$ cat src/rtl/nibble_packer.sv
// Packs pairs of 4-bit results into bytes (first nibble in bits 3:0) and queues
// them in a small circular FIFO with sticky overflow reporting.
module nibble_packer #(
    parameter int DEPTH = 4,
    parameter int CW    = 3
) (
    input  logic          clk,
    input  logic          rst,
    input  logic [3:0]    pi_nib,
    input  logic          pi_nib_vld,
    input  logic          pi_flush,
    input  logic          pi_byte_rdy,
    output logic [7:0]    po_byte,
    output logic          po_byte_vld,
    output logic [CW-1:0] po_cnt,
    output logic          po_full,
    output logic          po_ovf
);

    localparam int AW = (DEPTH > 1) ? $clog2(DEPTH) : 1;

    typedef enum logic {
        ST_LOW,
        ST_HIGH
    } state_t;

    state_t          state_q, state_d;
    logic [3:0]      held_low_q, held_low_d;
    logic            push;
    logic [7:0]      push_data;

    logic [7:0]      mem [DEPTH];
    logic [AW-1:0]   wr_ptr_q, rd_ptr_q;
    logic [CW-1:0]   cnt_q, cnt_d;
    logic            full_q;
    logic            ovf_q;
    logic            pop;
    logic            wr_en;

    // Packer FSM: next state, held nibble and push request
    always_comb begin
        state_d    = state_q;
        held_low_d = held_low_q;
        push       = 1'b0;
        push_data  = '0;
        unique case (state_q)
            ST_LOW: begin
                if (pi_nib_vld && !pi_flush) begin
                    held_low_d = pi_nib;
                    state_d    = ST_HIGH;
                end else if (pi_nib_vld && pi_flush) begin
                    push      = 1'b1;
                    push_data = {4'h0, pi_nib};
                end
            end
            ST_HIGH: begin
                if (pi_nib_vld) begin
                    push      = 1'b1;
                    push_data = {pi_nib, held_low_q};
                    state_d   = ST_LOW;
                end else if (pi_flush) begin
                    push      = 1'b1;
                    push_data = {4'h0, held_low_q};
                    state_d   = ST_LOW;
                end
            end
            default: state_d = ST_LOW;
        endcase
    end

    always_ff @(posedge clk or posedge rst) begin
        if (rst) begin
            state_q    <= ST_LOW;
            held_low_q <= '0;
        end else begin
            state_q    <= state_d;
            held_low_q <= held_low_d;
        end
    end

    // When full, a simultaneous pop frees the head slot, which is exactly the
    // slot the write pointer addresses, so the new byte lands at the tail.
    assign pop   = (cnt_q != '0) && pi_byte_rdy;
    assign wr_en = push && (!full_q || pop);

    always_comb begin
        cnt_d = cnt_q;
        unique case ({wr_en, pop})
            2'b10:   cnt_d = cnt_q + CW'(1);
            2'b01:   cnt_d = cnt_q - CW'(1);
            default: cnt_d = cnt_q;
        endcase
    end

    always_ff @(posedge clk or posedge rst) begin
        if (rst) begin
            for (int unsigned i = 0; i < DEPTH; i++) begin
                mem[i] <= '0;
            end
            wr_ptr_q <= '0;
            rd_ptr_q <= '0;
            cnt_q    <= '0;
            full_q   <= 1'b0;
            ovf_q    <= 1'b0;
        end else begin
            if (wr_en) begin
                mem[wr_ptr_q] <= push_data;
                wr_ptr_q      <= wr_ptr_q + AW'(1);
            end
            if (pop) begin
                rd_ptr_q <= rd_ptr_q + AW'(1);
            end
            if (push && full_q && !pop) begin
                ovf_q <= 1'b1;
            end
            cnt_q  <= cnt_d;
            full_q <= (cnt_d == CW'(DEPTH));
        end
    end

    // Storage is cleared on reset so the head byte reads 8'h00 while reset holds
    assign po_byte     = mem[rd_ptr_q];
    assign po_byte_vld = (cnt_q != '0);
    assign po_cnt      = cnt_q;
    assign po_full     = full_q;
    assign po_ovf      = ovf_q;

endmodule

$ cat config.mk
export PLATFORM = sky130hd
export DESIGN_NAME = nibble_packer
export DESIGN_NICKNAME = d
export VERILOG_FILES = /design/src/rtl/nibble_packer.sv
export SDC_FILE = /design/constraint.sdc
export NUM_CORES = 1
export LEC_CHECK = 0
export CAP_MARGIN = 20
export CORE_MARGIN = 2
export CORE_UTILIZATION = 30
export CTS_CLUSTER_DIAMETER = 200
export DETAILED_ROUTE_END_ITERATION = 12
export SLEW_MARGIN = 5
export SYNTH_ARGS = -nofsm -noshare
export SYNTH_HDL_FRONTEND = slang
export SYNTH_SLANG_ARGS = --single-unit
$ cat constraint.sdc
create_clock -name clk -period 2.7 [get_ports clk]
set_input_delay 0.54 -clock clk [delete_from_list [all_inputs] [get_ports clk]]
set_output_delay 0.54 -clock clk [all_outputs]
set_load 0.05 [all_outputs]
### Word-level counts from Yosys, hierarchy flattened

Cells that the tools add are included.

* reduce and logical (&&, ||, !) cells: 13
* eq/ne operators: 3
* $add $sub $neg: 4
* muxes and demuxes: 21
* bitwise gates (word level): 3
* $lt $le $gt $ge: 3

Operator list (count)
* bitwise mux 32 bit: 1
* two-way mux 8 bit: 4
* binary-select mux 8 bit (select 2 bit): 1
* demux 8 bit (select 2 bit): 1
* one-hot mux 8 bit (2 select lines): 1
* two-way mux 4 bit: 3
* logical AND 1 bit: 7
* two-way mux 1 bit: 7
* >= comparator 3 bit (second input constant): 2
* inverter 2 -> 3 bit: 2
* one-hot mux 3 bit (2 select lines): 1
* adder 2 x 1 -> 2 bit (second input constant): 2
* one-hot mux 1 bit (2 select lines): 2
* adder 3 x 1 -> 3 bit (second input constant): 1
* == test 3 bit (second input constant): 1
* logical NOT 1 bit: 3
* < comparator 3 x 1 -> 1 bit (second input constant): 1
* nonzero test 3 bit: 1
* subtractor 3 x 1 -> 3 bit (second input constant): 1
* == test 2 x 1 -> 1 bit (second input constant): 1
* == test 2 bit (second input constant): 1
* AND reduction 2 bit: 1
* logical OR 1 bit: 1
* inverter 1 bit: 1

* output and inout bits: 14
* bits in registers: 46
* logic and storage cells: 58
* bits of input ports: 9

### Logic depth before layout (Yosys ltp)

* word-level depth: 8
* gate-level depth with buffers: 9
* mapped depth without buffers: 9

### Worst setup path before layout

No wires, ideal clock.

* kind: register to register
* start point: register cnt_q[0], in the netlist po_cnt[0]
* end point: register full_q, in the netlist po_full
* clock period less this slack: 2.770 ns
* path buffers: 0
* setup slack: -0.070 ns
* required time: 2.606 ns
* library setup time: 0.094 ns
* arrival: 2.676 ns
* cell stages (with the launch flop): 10
* cells stage by stage: dfrtp_1 > o31ai_4 > a21boi_0 > inv_1 > ha_1 > inv_1 > fa_1 > xor2_1 > or3_1 > a211oi_1

* longest elaborated chain between the ends: 7
* elaborated cells on any way between the ends: 10
* those cells by class: add/sub (2); eq/ne (3); mux (1); reduce/logical (4)

Ends and longest elaborated chain
* from (decl): line 34 `logic [CW-1:0] cnt_q, cnt_d;`
* from (signal assigned): line 116 `cnt_q <= cnt_d;`
* nonzero test 3 bit: line 83 `assign pop = (cnt_q != '0) && pi_byte_rdy;`
* logical AND 1 bit: line 83
* logical OR 1 bit: line 84 `assign wr_en = push && (!full_q || pop);`
* logical AND 1 bit: line 84
* == test 2 x 1 -> 1 bit / == test 2 bit (equally long branches): line 88 `unique case ({wr_en, pop})`
* one-hot mux 3 bit (2 select lines) (*): line 88
* == test 3 bit (*): line 117 `full_q <= (cnt_d == CW'(DEPTH));`
* to (signal assigned): line 117
* to (decl): line 35 `logic full_q;`

Mark *: on every way between the ends. The rest lies on a longest branch, timed or not.
A chain may end at the register's enable or synchronous reset.

### Final worst setup path

* start point: input port pi_flush
* end point: register full_q, in the netlist po_full

* longest elaborated chain between the ends: 8
* elaborated cells on any way between the ends: 13
* those cells by class: eq/ne (3); mux (6); reduce/logical (4)

Ends and longest elaborated chain
* from (decl): line 11 `input logic pi_flush,`
* logical AND 1 bit / logical NOT 1 bit (equally long branches): line 51, 48
* two-way mux 1 bit / logical AND 1 bit (equally long branches): line 51, 48
* two-way mux 1 bit: line 48 `if (pi_nib_vld && !pi_flush) begin`
* one-hot mux 1 bit (2 select lines) (*): line 46 `unique case (state_q)`
* logical AND 1 bit (*): line 84
* == test 2 x 1 -> 1 bit / == test 2 bit (equally long branches): line 88
* one-hot mux 3 bit (2 select lines) (*): line 88
* == test 3 bit (*): line 117

Marked as above.

==> metrics list <==
* Routed length per instance: 15.5 microns
* Vertical die dimension: 91.1 microns
- Top cell type's share of synthesized area: approximately half
- TritonCTS clock tree: done
* Worst Skew: 0.00966 ns
- The share of the Yosys chip area taken by registers is 50.6%.
- From synthesis to final layout, the design area changed by 20.8%.
- The clock reaches the later pin of the worst-skew pair after 0.30 ns.
* Setup Total Neg Slack: 0 ns
* CP arrival: 2.86 ns
* Power share of the sequential group: 37.2%
* Largest vdd supply drop: 0.484 mV
- Summing all multi-input logic gate instances after layout gives 1040 sq um.
* Worst r2r src: po_cnt[2]
* Die width: 91.1 microns
- Run status: finished, final reports clean
- Share of power burned in the clock network: 13.5%
- DIE AREA: 8300 sq um
- Via count of the first global-routing pass: about 1,400
- Summing every instance area after synthesis gives ~2300 sq um.
- The clock tree synthesis step divided the H-tree into 2 levels.
- The worst pin sits at a relative slew slack of 59.9%.
- After detailed placement, the design holds a cell count of 280.
- Hold path startpoint: po_ovf
- Once the floorplan was initialized, standard cells occupied 31.2% of the core.
- After synthesis, the mean cell area works out to 14.8 sq um.
* Clock-pin slew on the worst setup and hold paths: approximately 0.090 ns
- Setup repair bufs after CTS: 0
- Area taken by flip-flops and latches: between 1000 and 1500 sq um
* Count of final max-slew check failures: 0
- Synthesis produced 154 cells.
- The number of hold buffers added after CTS was 0.
- Setup CP Type: in -> reg
* Number of cells upsized or downsized after cts: 0
- Total core area: 7290 sq um
* Port Buffers: 22
- The clock drives 46 sinks.
- Yosys cell types: 33
- Summed over all nets, the switching power comes to roughly 1.4 mW.
- Class of the tightest hold or removal check: reg -> reg
- Summed over all cells, the static leakage comes to 1.25 nW.
- Power density cells: 1190 nW/um^2
- During synthesis, Yosys emitted a total of 0 warnings.
- Per-cell via count in the routed design: 4.75
- Most frequent cells in the layout: sky130_fd_sc_hd__dfrtp_1 (43), sky130_fd_sc_hd__buf_4 (21), sky130_fd_sc_hd__mux2_4 (16), sky130_fd_sc_hd__a2bb2oi_1 (16), sky130_fd_sc_hd__clkdlybuf4s50_1 (13)
- The first routing iteration left 49 violations.
- Period utilisation layout: between 90% and 100%
* Number of placement rows: 31
* Fraction of final layout cells with drive strength greater than 1: 36.5%
* FF+latch count, synth: 46
- Critical Path Sink Type: flop
- Total wire length: 4.47 mm
- Clock tree synthesis selected as its root buffer the cell sky130_fd_sc_hd__clkbuf_8.
- Hold Violations, Final: 0
* Global-route wire length before repair: 7.45 mm
- The congestion estimate from routability-driven global placement came to 0.760.
- Setup violations, final: 0
* Pin count of the biggest net entering global routing: 47
* Required time of the worst setup path: 2.91 ns
- CTS buffer count: 5
* Switching power share of the total: 41.6%
- For this run, the top clock speed supported by timing is 0.378 GHz.
* Length of the first detailed-routing pass in iterations: 4
- Count of boundary I/O pins: 23
- The number of antenna violations at the first check in global routing came to 0.
- Of all nets on the critical path, the largest fanout is 2.
- The count of nets left with antenna violations once routing finished came out at 0.
- Logic gate share of total power: 49.3%
- In the final design database the tool counted 203 nets.
- Library cell occupying the most area in the post-synthesis netlist: sky130_fd_sc_hd__dfrtp_1
- Number of fill cells in the layout: 726
- Buffer levels on the longest clock path: 2
- Worst slew pin tran: 0.602 ns
- Worst setup path startpoint: pi_flush
- After the flow finishes, the layout carries non-filler instances totaling ~290.
- DRC violations left: 0
* Synth top area cells: sky130_fd_sc_hd__dfrtp_1 (51%), sky130_fd_sc_hd__mux2_4 (11%), sky130_fd_sc_hd__mux4_2 (7.9%), sky130_fd_sc_hd__a2bb2oi_1 (6.2%), sky130_fd_sc_hd__ha_1 (2.7%)
- HPWL after detailed placement: ~3.2 mm
- Most common library cell in the layout ignoring fill and taps: sky130_fd_sc_hd__dfrtp_1
* Total global routing overflow: 0
- Min cycle time layout: 2.64 ns
- The number of nets in the synthesized netlist is between 150 and 200.
- Diode count: 0
* DR vias: ~1,400
- Number of maximum-capacitance violations: 0
- Internal Power: 1.90 mW
- Launching element type of the critical path: input pin
* Overall global routing resource usage: 11.5%
[logic make-up after synthesis]
| kind of cell | synth area share, % |
|---|---|
| compound gates | 12.0 |
| xor+xnor | 2.31 |
| fa+ha+maj | 4.07 |
| buf+inv | 4.29 |
| flops | 50.6 |
| mux | 21.4 |
| simple gates | 5.39 |
[power groups by stage]
stage                     logic [mW]  clock network (mW)  registers (mW)
after CTS                       1.60               0.456            1.22
after floorplan                 1.18                   0            1.22
after global routing            1.71               0.478            1.26
after detailed placement        1.60                   0            1.23
after global placement          1.58                   0            1.22
final                           1.61               0.442            1.21
[final timing paths]
kind | to | slack [ns] | cells after the start
max in group asynchronous | po_cnt[0] | 1.61 | 3
hold / removal | po_ovf | 0.48 | 1
min in group asynchronous | mem[5] | 0.68 | 3
setup / recovery | po_full | 0.06 | 10
hold reg to reg | po_ovf | 0.48 | 1
setup reg to reg | po_full | 0.22 | 9
[synth_stat cells]
cell                        count
sky130_fd_sc_hd__a211oi_1       1
sky130_fd_sc_hd__a21boi_0       1
sky130_fd_sc_hd__a221oi_1       4
sky130_fd_sc_hd__a2bb2oi_1     16
sky130_fd_sc_hd__a31o_2         1
sky130_fd_sc_hd__and2_1         4
sky130_fd_sc_hd__and3_1         4
sky130_fd_sc_hd__and4b_1        4
sky130_fd_sc_hd__buf_1          1
sky130_fd_sc_hd__buf_2          1
sky130_fd_sc_hd__buf_6          4
sky130_fd_sc_hd__clkbuf_1       2
sky130_fd_sc_hd__dfrtp_1       46
sky130_fd_sc_hd__fa_1           1
sky130_fd_sc_hd__ha_1           5
sky130_fd_sc_hd__inv_1          8
sky130_fd_sc_hd__inv_4          1
sky130_fd_sc_hd__maj3_1         1
sky130_fd_sc_hd__mux2_2         5
sky130_fd_sc_hd__mux2_4        16
sky130_fd_sc_hd__mux2i_1        1
sky130_fd_sc_hd__mux4_2         8
sky130_fd_sc_hd__nand2_1        2
sky130_fd_sc_hd__nor2_1         1
sky130_fd_sc_hd__nor3b_1        1
sky130_fd_sc_hd__o211a_1        4
sky130_fd_sc_hd__o21a_1         1
sky130_fd_sc_hd__o21ai_0        1
sky130_fd_sc_hd__o31ai_4        1
sky130_fd_sc_hd__or3_1          1
sky130_fd_sc_hd__or3_2          1
sky130_fd_sc_hd__xnor2_1        5
sky130_fd_sc_hd__xor2_1         1
[state kept, by name, indices dropped and copies added (netlist names)]
name and count:
held_low_q 4, mem 32, po_cnt 3, po_full 1, po_ovf 1, rd_ptr_q 2
state_q 1, wr_ptr_q 2
[layout make-up]
cell class / count / area share (%)
flip-flops and latches: 46 / 42.0
clock buffers: 5 / 2.50
inverters: 9 / 1.32
repair buffers: 35 / 10.9
multi-input cells: 91 / 37.9
well taps: 99 / 4.50
clock inverters: 3 / 0.910
[stage by stage]
stage          hold slack (ns)  power, mW  util [%]  area (sq um)  setup slack (ns)
2_1_floorplan            0.476       2.40         -          2280            0.0528
3_3_place_gp             0.462       2.81      36.2          2640            -0.209
3_5_place_dp             0.466       2.83      36.2          2640            -0.305
4_1_cts                  0.487       3.27      37.5          2730           0.00695
5_1_grt                  0.496       3.45      37.7          2750           -0.0124
6_report                 0.481       3.26      37.7          2750            0.0558
[metal layers]
layer  part of all wire, %  vias up  routed length [microns]  track usage, %
li1                      -      646                        -               -
met1                    52      693                     2320            17.3
met2                    44       25                     1970            16.5
met3                   3.1        5                      140            2.41
met4                  0.94        0                       42            3.79
met5                     0        -                        0               0
[critical path, stage by stage]
cell and delay, ns:
sky130_fd_sc_hd__clkdlybuf4s50_1 0.43, sky130_fd_sc_hd__maj3_2 0.31, sky130_fd_sc_hd__a21boi_0 0.14, sky130_fd_sc_hd__inv_1 0.09, sky130_fd_sc_hd__ha_2 0.17, sky130_fd_sc_hd__inv_1 0.05
sky130_fd_sc_hd__fa_1 0.36, sky130_fd_sc_hd__xor2_1 0.16, sky130_fd_sc_hd__or3_4 0.39, sky130_fd_sc_hd__a211oi_2 0.20
No activity file was read; power rests on OpenSTA's default activity.
==> variant 1, RTL diff (same settings) <==
Set the parameter `CW` to 6 (it was 3).
--- a/src/rtl/nibble_packer.sv
+++ b/src/rtl/nibble_packer.sv
@@ -2,7 +2,7 @@
 // them in a small circular FIFO with sticky overflow reporting.
 module nibble_packer #(
     parameter int DEPTH = 4,
-    parameter int CW    = 3
+    parameter int CW    = 6
 ) (
     input  logic          clk,
     input  logic          rst,
Interface: changed (resized po_cnt); port bits go from 23 to 26. The function was not compared with the original's and may differ.
==> variant 1 against the original RTL <==
Combinational power up 11%; power rose by 8.8%; sequential cell count increased by 3; maximum frequency increased by 4.0%; design area increased by 13%; hold slack worse by 0.020 ns; highest routed layer unchanged; synthesized area increased by 11%; largest cell class unchanged; synthesized cell count up 49%; worst setup slack improved by 0.10 ns; final cell count is 28% higher; wire length up 15%; die area up 10%; largest power group unchanged.
==> variant 1: results (changes against the original RTL) <==
* Run status: complete, no violations
* Family with the most delay on the worst path: simple AND/OR/NAND/NOR gates
* Fin area at 3100 sq um (+13%)
* Slew headroom at 0.550 (-0.0492)
* Drt wl/cell at 13.8 um (-11%)
* First-pass GRT wire length at 8850 um (+19%)
* Critical path peak fanout at 3 (+1)
* Grt met2 use at 0.202 (+0.0374)
* Filler cells at 815 (+12%)
* P_leak at 1.33 nW (+6.8%)
* Crit-path max cell delay at 0.46 ns (+0.03 ns)
* Ranking of synthesized cells by area: dfrtp_1, mux4_2, o21ai_0
* Largest net degree at the start of global routing at 26 (-45%)
* Drt via density at 4.76 (+0.13%)
* GP Congestion at 0.802 (+5.4%)
* Met1 usage at 0.168 (-0.00470)
* R2r startpoint: po_cnt[0]$_DFF_PP0_
* Met3 GRT Util at 0.0290 (+0.00491)
* Vias in the first global route at 1,784 (+28%)
* Post-Syn Nets at 246 (+46%)
* Slowest cell on the critical path: clkdlybuf4s50_1
* Placed Area at 2970 sq um (+12%)
* IO Port Bufs at 25 (+14%)
* Most frequent cells after synthesis: dfrtp_1, nand2_1, o21ai_0, buf_2, mux4_2
* Final setup skew at 0.00950 ns (-0.000159 ns)
* Synth cell types at 42 (+27%)
* Layout cells sized above 1 at 0.260 (-0.105)
* Final net count at 280 (+38%)
* Crit path launch: pi_nib_vld
* Post-synthesis sequential area ratio at 0.486 (-0.0197)
* VDD IR max at 0.000570 V (+18%)
* Detailed placement HPWL at 3800 um (+21%)
## variant 1: path summary, 6_finish.rpt
path | to | slack, ns | cells past startpoint
worst min register to register | po_ovf$_DFFE_PP0P_ | 0.46 | 1
max in group asynchronous | mem[18]$_DFFE_PP0P_ | 1.58 | 3
min in group asynchronous | mem[27]$_DFFE_PP0P_ | 0.58 | 2
worst max-delay path | po_full$_DFF_PP0_ | 0.16 | 8
worst min-delay path | po_ovf$_DFFE_PP0P_ | 0.46 | 1
worst max register to register | po_full$_DFF_PP0_ | 0.26 | 8
## variant 1: cells by family after synthesis
family	Yosys count	synth area share
XOR/XNOR	9	0.0313
AND/OR/NAND/NOR	65	0.133
buffers and inverters	20	0.0412
flip-flops	49	0.486
multiplexers	15	0.102
adder cells (fa/ha/maj)	8	0.0387
AO/OA/AOI/OAI	64	0.168
## variant 1: layout make-up
cell class	count	area share
timing repair buffer	41	0.118
tap	105	0.0424
inverter	6	0.00727
sequential	49	0.399
multi-input combinational	161	0.395
clock buffer	5	0.0222
clock inverter	3	0.0162
## variant 1: stage by stage
stage	hold slack [ns]	cells	setup slack, ns
after global placement	0.445	362	-0.196
after floorplan	0.445	230	0.0103
final	0.461	370	0.157
after global routing	0.487	370	-0.00177
after CTS	0.470	370	0.0918
after detailed placement	0.447	362	-0.229
## variant 1: metal layers
layer / wire [um] / up-vias
li1: - / 878
met1: 2530 / 849
met2: 2360 / 29
met3: 163 / 5
met4: 73 / 0
met5: 0 / -
## variant 1: power by group
group | leakage [nW] | internal [mW] | switching, mW | total [mW]
combinational | 0.640 | 0.718 | 1.06 | 1.78
sequential | 0.631 | 1.01 | 0.215 | 1.23
clock | 0.0603 | 0.284 | 0.266 | 0.550
==> variant 2, RTL diff (same settings) <==
Without the edit above. Make the reset (`rst`) synchronous in 2 clocked blocks.
--- a/src/rtl/nibble_packer.sv
+++ b/src/rtl/nibble_packer.sv
@@ -68,7 +68,7 @@
         endcase
     end
 
-    always_ff @(posedge clk or posedge rst) begin
+    always_ff @(posedge clk) begin
         if (rst) begin
             state_q    <= ST_LOW;
             held_low_q <= '0;
@@ -92,7 +92,7 @@
         endcase
     end
 
-    always_ff @(posedge clk or posedge rst) begin
+    always_ff @(posedge clk) begin
         if (rst) begin
             for (int unsigned i = 0; i < DEPTH; i++) begin
                 mem[i] <= '0;
Function: differs if rst is asserted again (counterexample within 4 cycles, from zero or initial values and one cycle with rst high); with rst held inactive, the same outputs for 4 cycles.
==> variant 2 against the original RTL <==
Hold slack better by 0.022 ns; sequential cell count up 2; non-clock buffer count unchanged; highest routed layer unchanged; critical endpoint is now po_byte[7]; register-to-register slack better by 0.19 ns; critical path type is now reg2out; worst setup slack better by 0.047 ns; sequential share of layout area up 5.4 points; design area down 1.3%; wire length down 4.3%; sequential power down 22%; via count up 1.2%; core utilization up 0.31 points; synthesized area down 4.0%; power down 27%; clock skew down 0.0060 ns.
==> variant 2: results (changes against the original RTL) <==
* H-tree level count at 2 (unchanged)
* P_leak at 0.907 nW (-27%)
* Pre-CTS setup slack at -0.101 ns (+0.204 ns)
* 1st-pass router iterations at 4 (unchanged)
* Post-synthesis sequential area ratio at 0.586 (+0.0807)
* IO Port Bufs at 22 (unchanged)
* Vias in the first global route at 1,391 (-0.22%)
* Most flop-heavy register: mem
* Slowest cell on the critical path: clkdlybuf4s50_1
* Final setup skew at 0.00361 ns (-0.00605 ns)
* Layout cells sized above 1 at 0.208 (-0.157)
* First DRT Iteration DRCs at 68 (+39%)
* First-pass GRT wire length at 7160 um (-3.9%)
* Slew headroom at 0.661 (+0.0625)
* Syn avg cell area at 12.6 sq um (-15%)
* P per Cell Area at 875 nW/um^2 (-26%)
* Drt drc at 0 (unchanged)
* HP Class: reg2reg
* GP Congestion at 0.746 (-1.9%)
* CTS Root Cell: clkbuf_8
* Routed wire length at 4280 um (-4.3%)
* Cell-internal power at 1.52 mW (-20%)
* Comb power frac at 0.380 (-0.113)
* Synth cell types at 43 (+30%)
* Post-synth EDFFs at 32 (+32)
* FFs w/ async S/R, synth at 0 (-1.00)
* Max FFs per register at 32 (unchanged)
* Placed Area at 2600 sq um (-1.6%)
* Filler cells at 711 (-2.1%)
* Gr usage total at 0.123 (+0.00740)
* Critical path data arrival time at 2.06 ns (-0.80 ns)
* Clk pwr at 0.530 mW (+20%)
* Ranking of synthesized cells by area: edfxtp_1, dfxtp_1, mux4_2
* Largest net degree at the start of global routing at 24 (-49%)
* Post-CTS Setup Inserts at 0 (unchanged)
* Critical path peak fanout at 8 (+6)
* Clock transition at path regs at 0.09 ns (about the same)
* Detailed placement HPWL at 3010 um (-4.7%)
* Inserted Clock Buffers at 5 (unchanged)
* Crit-path max cell delay at 0.72 ns (+0.29 ns)
* Placed Cells at 298 (+6.4%)
* VDD IR max at 0.000438 V (-9.5%)
* Count of cells resized by post-cts repair at 0 (unchanged)
* Die W at 89.3 um (-1.9%)
* Drt via density at 4.53 (-4.8%)
* CTS max path bufs at 2 (unchanged)
* Layout Cells excl Fill at 306 (+6.3%)
* Prevailing post-synth register cell: edfxtp_1
* Run status: complete, no violations
* Final net count at 217 (+6.9%)
* Clk Latency, worst-skew pair at 0.30 ns (about the same)
* Post-Syn Nets at 184 (+8.9%)
* Family with the most delay on the worst path: buffers and inverters
* Most frequent cells after synthesis: edfxtp_1, nor2_1, dfxtp_1, nor3_1, mux4_2
* Diode count at 0 (unchanged)
* Antenna violations before repair at 0 (unchanged)
## variant 2: final timing paths
| check | start | endpoint | slack (ns) | depth (start not counted) |
|---|---|---|---|---|
| max | flip-flop | po_byte[7] | 0.10 | 3 |
| min | po_ovf$_SDFFE_PP0P_ | po_ovf$_SDFFE_PP0P_ | 0.50 | 2 |
| max reg2reg | po_cnt[2]$_SDFF_PP0_ | po_full$_SDFF_PP0_ | 0.41 | 9 |
| min reg2reg | po_ovf$_SDFFE_PP0P_ | po_ovf$_SDFFE_PP0P_ | 0.50 | 2 |
## variant 2: logic make-up (layout without fill, tap and decap cells)
family	Yosys count	after routing	synth area share
adder cells (fa/ha/maj)	3	3	0.0195
flip-flops	48	48	0.586
AND/OR/NAND/NOR	65	65	0.144
buffers and inverters	16	50	0.0344
XOR/XNOR	4	4	0.0160
multiplexers	14	14	0.112
AO/OA/AOI/OAI	23	23	0.0876
## variant 2: per-layer routing
layer / GRT usage / vias to the layer above / share of wire
li1: - / 697 / -
met1: 0.165 / 663 / 0.49
met2: 0.191 / 20 / 0.46
met3: 0.0295 / 5 / 0.032
met4: 0.0488 / 0 / 0.020
met5: 0 / - / 0
## variant 2: worst reg2reg max path: stages (launching register included)
cell      delay [ns]
dfxtp_2         0.36
o31ai_4         0.30
inv_4           0.08
o21ai_4         0.16
ha_4            0.15
inv_1           0.04
fa_1            0.36
xor2_1          0.15
or3_1           0.33
a221oi_1        0.27
## variant 2: area by class of cell
| class | count | area, sq um | share of cell area |
|---|---|---|---|
| clock buffers | 5 | 68.8 | 0.0254 |
| well taps | 99 | 124 | 0.0456 |
| clock inverters | 3 | 46.3 | 0.0171 |
| repair buffers | 35 | 318 | 0.117 |
| inverters | 7 | 28.8 | 0.0106 |
| multi-input cells | 109 | 842 | 0.310 |
| flip-flops and latches | 48 | 1290 | 0.474 |
